[src/rtl/alu_result_stage.sv]
// rtl/alu_result_stage.sv - ALU result capture stage: MUL/DIV settle delay, then low/high word beats.
module alu_result_stage #(
  parameter int unsigned MULDIV_WAIT = 2,
  parameter logic [3:0]  CTRL_MUL    = 4'b1000,
  parameter logic [3:0]  CTRL_DIV    = 4'b1001
) (
  input  logic        iClk,
  input  logic        iRst,
  input  logic        iValid,
  output logic        oReady,
  input  logic [3:0]  iCtrl,
  input  logic [31:0] iC_hi,
  input  logic [31:0] iC_lo,
  input  logic        iZero,
  input  logic        iNeg,
  output logic        oValid,
  input  logic        iReady,
  output logic [31:0] oData,
  output logic        oSel_hi,
  output logic        oZero,
  output logic        oNeg,
  output logic        oBusy
);

  typedef enum logic [1:0] {IDLE, SETTLE, LO, HI} state_t;

  // The IDLE cycle counts as the first settle cycle, so SETTLE is loaded one short.
  localparam bit          NO_WAIT     = (MULDIV_WAIT == 0);
  localparam int unsigned SETTLE_INT  = (MULDIV_WAIT > 0) ? MULDIV_WAIT - 1 : 0;
  localparam logic [3:0]  SETTLE_LOAD = SETTLE_INT[3:0];

  state_t      state_q, state_d;
  logic [3:0]  cnt_q, cnt_d;
  logic [31:0] lo_q, lo_d;
  logic [31:0] hi_q, hi_d;
  logic        wide_q, wide_d;
  logic        zero_q, zero_d;
  logic        neg_q, neg_d;
  logic        wide_op;
  logic        ready;

  assign wide_op = (iCtrl == CTRL_MUL) || (iCtrl == CTRL_DIV);

  always_comb begin
    state_d = state_q;
    cnt_d   = cnt_q;
    lo_d    = lo_q;
    hi_d    = hi_q;
    wide_d  = wide_q;
    zero_d  = zero_q;
    neg_d   = neg_q;
    ready   = 1'b0;

    case (state_q)
      IDLE: begin
        if (iValid) begin
          if (!wide_op || NO_WAIT) begin
            ready = 1'b1;
          end else begin
            state_d = SETTLE;
            cnt_d   = SETTLE_LOAD;
          end
        end
      end
      SETTLE: begin
        if (!iValid) begin
          state_d = IDLE;
          cnt_d   = 4'd0;
        end else if (cnt_q == 4'd0) begin
          ready = 1'b1;
        end else begin
          cnt_d = cnt_q - 4'd1;
        end
      end
      LO: begin
        if (iReady) state_d = wide_q ? HI : IDLE;
      end
      HI: begin
        if (iReady) state_d = IDLE;
      end
      default: state_d = IDLE;
    endcase

    if (ready) begin
      lo_d    = iC_lo;
      hi_d    = iC_hi;
      wide_d  = wide_op;
      zero_d  = iZero;
      neg_d   = iNeg;
      state_d = LO;
    end
  end

  always_ff @(posedge iClk) begin
    if (iRst) begin
      state_q <= IDLE;
      cnt_q   <= 4'd0;
      lo_q    <= 32'd0;
      hi_q    <= 32'd0;
      wide_q  <= 1'b0;
      zero_q  <= 1'b0;
      neg_q   <= 1'b0;
    end else begin
      state_q <= state_d;
      cnt_q   <= cnt_d;
      lo_q    <= lo_d;
      hi_q    <= hi_d;
      wide_q  <= wide_d;
      zero_q  <= zero_d;
      neg_q   <= neg_d;
    end
  end

  assign oReady  = ready;
  assign oValid  = (state_q == LO) || (state_q == HI);
  assign oSel_hi = (state_q == HI);
  assign oData   = (state_q == HI) ? hi_q : ((state_q == LO) ? lo_q : 32'd0);
  assign oZero   = zero_q;
  assign oNeg    = neg_q;
  assign oBusy   = (state_q != IDLE);

endmodule
[config.mk]
export PLATFORM = sky130hd
export DESIGN_NAME = alu_result_stage
export DESIGN_NICKNAME = d
export VERILOG_FILES = /design/src/rtl/alu_result_stage.sv
export SDC_FILE = /design/constraint.sdc
export NUM_CORES = 1
export LEC_CHECK = 0
export CORE_ASPECT_RATIO = 2
export CORE_MARGIN = 5
export CORE_UTILIZATION = 52
export DETAILED_ROUTE_END_ITERATION = 10
export PLACE_DENSITY = 0.86
export SLEW_MARGIN = 10
export SYNTH_ARGS = -nofsm -noshare
export SYNTH_HDL_FRONTEND = slang
export SYNTH_SLANG_ARGS = --single-unit
[constraint.sdc]
create_clock -name iClk -period 5.38 [get_ports iClk]
set_clock_uncertainty 0.15 [all_clocks]
set_input_delay 0.538 -clock iClk [delete_from_list [all_inputs] [get_ports iClk]]
set_output_delay 0.538 -clock iClk [all_outputs]
set_load 0.1 [all_outputs]
==> results.cfg, run 1 <==
[yosys]
synth.area.top_cells = dfxtp_1 38%, mux2i_1 25%, nand2b_1 22%
synth-edff-count = 0
yosysTopAreaCell = dfxtp_1
async_flop_share = 0
synthFlopType = dfxtp_1
ys_types = 36
syn_area_um2 = 3890
yosys_warnings = 0
seq_area_frac_synth = 0.376
syn_avg_cell_area_um2 = 9.42
synth_nets = 488
synthCells = 413
synth_top_area_share = 0.376
synth-seq-cells = 73

[floorplan]
core_um2 = 7270
floorplan.initialDensity = 0.535
dieArea_um2 = 9410
ioPinCount = 112
die_x_um = 71.2
num_rows = 44
die_y_um = 132

[timing]
setup_tns_ns = 0
layout_min_cycle_time_ns = 3.78
finalCritPeriodShare = 0.702
slew_viol_final = 0
worst_slew_pin_slew_ns = 1.14
finalHoldViolCount = 0
clock.fmax_mhz = 265
max_slew_margin = 0.242
setup_viol = 0
rsz0062_at_grt = false
fin_hold_ws_ns = 0.320

[route]
via_per_inst = 5.09
post-route-drc-count = 0
met3WireLength_um = 500
dr.pass1.iters = 5
top_layer = met4
dr_wl_met2_um = 4740
postRouteWirelength_um = 8940
drt_iter0_markers = 157
via_count = 3067
met1_length_um = 3500
drt-wirelength-per-cell_um = 14.8
ant_nets = 0

[power_and_ir_drop]
vdd_drop_max_uv = 236
power_density_nw_per_um2 = 269
leakage_uw = 0.00189

[worst_hold_path]
hold_path_class = register to register
min_from = lo_q[21]

[clock_tree]
clock_latency_ns = 0.32
cts_setup_buffers = 0
cts_hold_buf = 0
ctsResizeCount = 0
h-tree-depth = 3
clockRootBuffer = clkbuf_16
cts.sinks = 73
cts_buffers = 9
path_clk_slew_ns = 0.05
cts_buffer_depth = 2
cts_tree = yes

[setup_path]
cp-startpoint = state_q[0]
path_class = register to output pin
cp-start-kind = register
worstPathCellList = buf_4, mux2i_1, nor2_1, clkdlybuf4s50_1
critPathMaxStageDelay_ns = 1.17
end_kind = output pin
reg2reg_from = state_q[0]
cp.required_ns = 4.69
crit_fanout = 32
critPathSlowestCell = clkdlybuf4s50_1
worstPathArrival_ns = 3.09

[layout]
area_growth_syn_to_layout_pct = 33.8
drive_above_1_share = 0.0392
antenna_cells = 0
finalInstanceArea_um2 = 5200
multiInputGateArea_um2 = 2220
n_fill_cell = 597
layout_commonest_cell = nand2b_1
nets = 580
final_cell_mix = 135 x nand2b_1, 109 x clkdlybuf4s50_1, 99 x mux2i_1
fin_cells = 602
regArea_um2 = 1460

[global_routing]
grt_pass1_vias = 3160
grt_first_pass_wirelength_um = 14700
grt_max_degree = 86
antenna_found_initial = 0
grt_overflow_total = 0
grtUsageTotal = 0.193

[flow_run]
max_cap_violations = 0

[place]
gp_congestion = 0.790
dp_hpwl_um = 6140
io_buffers = 110
place_inst = 586
postPlaceCellArea_um2 = 4950

[status]
status = finished, final reports clean
[final timing paths]
path                             endpoint  slack, ns  cells past startpoint
worst max-delay path            oData[20]       1.60                      4
worst min register to register   lo_q[21]       0.32                      2
worst min-delay path             lo_q[21]       0.32                      2
worst max register to register   hi_q[15]       2.44                      5
[sequential cells by signal (all words and copies together), names as in the netlist]
register and flops:
hi_q 32, oZero 1, lo_q 32, state_q 2, cnt_q 4, oNeg 1, wide_q 1
[power breakdown]
| part | switching [µW] | leakage (µW) | total, µW | internal [µW] |
|---|---|---|---|---|
| Combinational | 151 | 0.00116 | 280 | 129 |
| Clock | 212 | 0.000130 | 520 | 309 |
| Sequential | 21.6 | 0.000600 | 600 | 578 |
| Total | 384 | 0.00189 | 1400 | 1020 |
[synth_stat cells (2+ instances only)]
cell type	count
nor3_1	2
o311ai_1	2
buf_4	3
inv_1	6
dfxtp_1	73
nor2b_1	3
buf_8	3
a21oi_1	2
buf_2	4
or3b_1	2
nor4b_1	2
mux2i_1	99
nor2_1	33
a211oi_1	2
nand2b_1	135
clkbuf_1	21
o32ai_1	2
[cells by family (layout without fill, tap and decap cells)]
logic type / Yosys count / count (layout) / share of synthesized area
multiplexers: 100 / 100 / 0.258
AO/OA/AOI/OAI: 14 / 14 / 0.0277
flip-flops: 73 / 73 / 0.376
adder cells (fa/ha/maj): 1 / 1 / 0.00322
AND/OR/NAND/NOR: 186 / 186 / 0.283
buffers and inverters: 39 / 136 / 0.0524
[layer usage]
layer / vias up / track usage
li1: 1549 / -
met1: 1414 / 0.209
met2: 88 / 0.339
met3: 16 / 0.0550
met4: 0 / 0.0837
met5: - / 0
[cell type report]
cell class	instances	share of cell area
inverters	7	0.00529
well taps	92	0.0221
clock buffers	12	0.0454
clock inverters	4	0.00385
repair buffers	113	0.215
multi-input cells	301	0.427
flip-flops and latches	73	0.281
[stage by stage]
step,total power (µW),setup slack [ns],util
floorplan,802,2.24,-
global placement,885,1.95,0.681
detailed placement,892,1.94,0.681
CTS,1420,1.58,0.716
global route,1460,1.50,0.716
finish,1400,1.60,0.716
[critical path, delay by kind of cell (launching register included)]
| family | cells | cell delay, ns |
|---|---|---|
| buf+inv | 2 | 1.57 |
| flops | 1 | 0.94 |
| mux | 1 | 0.11 |
| simple gates | 1 | 0.13 |
Note: power is estimated with default switching activity, not from simulation.
==> run 2: changes to the inputs <==
CORE_UTILIZATION = 48   (was 52)
PLACE_DENSITY = 0.81   (was 0.86)
clock period = 3.55 ns   (was 5.38 ns; I/O delays follow)
==> results.cfg, run 2 (synthesis gave the netlist of run 1 again) <==
[clock_tree]
h-tree-depth = 3
cts_buffers = 9
clockRootBuffer = clkbuf_16
path_clk_slew_ns = 0.05
cts.sinks = 73
cts_setup_buffers = 0
cts_buffer_depth = 2
cts_tree = yes
cts_hold_buf = 0
clock_latency_ns = 0.33
ctsResizeCount = 0

[route]
drt_iter0_markers = 177
postRouteWirelength_um = 9080
drt-wirelength-per-cell_um = 15.0
via_per_inst = 5.10
ant_nets = 0
post-route-drc-count = 0
dr.pass1.iters = 4
via_count = 3088

[place]
io_buffers = 110
dp_hpwl_um = 6450
gp_congestion = 0.823
postPlaceCellArea_um2 = 4900

[layout]
nets = 581
antenna_cells = 0
finalInstanceArea_um2 = 5160
multiInputGateArea_um2 = 2220
final_cell_mix = 135 x nand2b_1, 99 x mux2i_1, 74 x clkdlybuf4s50_1
layout_commonest_cell = nand2b_1
n_fill_cell = 682
area_growth_syn_to_layout_pct = 32.7
top_regs = hi_q: 32 flops, lo_q: 32 flops, cnt_q: 4 flops
drive_above_1_share = 0.106
regArea_um2 = 1460

[worst_hold_path]
hold_path_class = register to register

[floorplan]
core_um2 = 7940
ioPinCount = 112
num_rows = 46
dieArea_um2 = 10100
die_x_um = 73.6
floorplan.initialDensity = 0.490
die_y_um = 137

[power_and_ir_drop]
leakage_uw = 0.00197
vdd_drop_max_uv = 297
finalPower_uw = 2140
power_density_nw_per_um2 = 415

[global_routing]
grt_first_pass_wirelength_um = 14400
antenna_found_initial = 0
grt_pass1_vias = 3206
grt_max_degree = 88
grt_overflow_total = 0
grtUsageTotal = 0.184

[timing]
worst_slew_pin_slew_ns = 1.07
finalCritPeriodShare = 0.757
clock.fmax_mhz = 372
layout_min_cycle_time_ns = 2.69
finalHoldViolCount = 0
setup_tns_ns = 0
setup_viol = 0
max_slew_margin = 0.289
rsz0062_at_grt = false
slew_viol_final = 0

[setup_path]
cp-start-kind = register
path_class = register to output pin
worstPathArrival_ns = 2.18
cp.required_ns = 3.04
end_kind = output pin
crit_fanout = 12

[status]
status = finished, final reports clean

[flow_run]
max_cap_violations = 0
run 2: cell count changes in the layout (fill, tap and decap cells not counted):
cell,change
clkinv_2,-4
buf_12,+2
buf_4,+34
clkdlybuf4s50_1,-35
clkbuf_8,+2
run 2: per-layer routing:
layer | share of wire | track usage | wire [µm] | vias up
met5 | 0 | 0 | 0 | -
met4 | 0.019 | 0.0796 | 173 | 0
met3 | 0.063 | 0.0482 | 572 | 14
met2 | 0.55 | 0.341 | 4990 | 90
met1 | 0.37 | 0.186 | 3350 | 1436
li1 | - | - | - | 1548
run 2: final timing paths:
kind,to,from,depth (start not counted),slack (ns)
max,oReady,cnt_q[0],6,0.86
min,lo_q[6],lo_q[6],2,0.32
max reg2reg,hi_q[13],cnt_q[0],7,1.00
min reg2reg,lo_q[6],lo_q[6],2,0.32
run 2: critical path, stage by stage (launching register included):
cell and delay [ns]:
dfxtp_1 0.33, inv_1 0.09, ha_1 0.21, or3b_4 0.43, a211o_1 0.34, clkinv_2 0.24
buf_12 0.22
run 2: layout make-up:
cell class | instances | area share
Clock buffer | 14 | 0.0512
Inverter | 7 | 0.00533
Multi-Input combinational cell | 301 | 0.431
Sequential cell | 73 | 0.283
Tap cell | 96 | 0.0233
Timing Repair Buffer | 114 | 0.206
run 2: where the power goes:
part           switching (µW)  internal [µW]
clock network             304            503
logic                     232            195
registers                32.6            877
total                     568           1570
run 2: stage by stage:
step	util	setup WS, ns	hold WS, ns	std cells
after detailed placement	0.617	0.987	0.315	591
final	0.650	0.863	0.321	605
after global routing	0.650	0.733	0.340	605
after CTS	0.650	0.832	0.324	605
after floorplan	-	0.595	0.298	413
after global placement	0.617	1.06	0.308	591
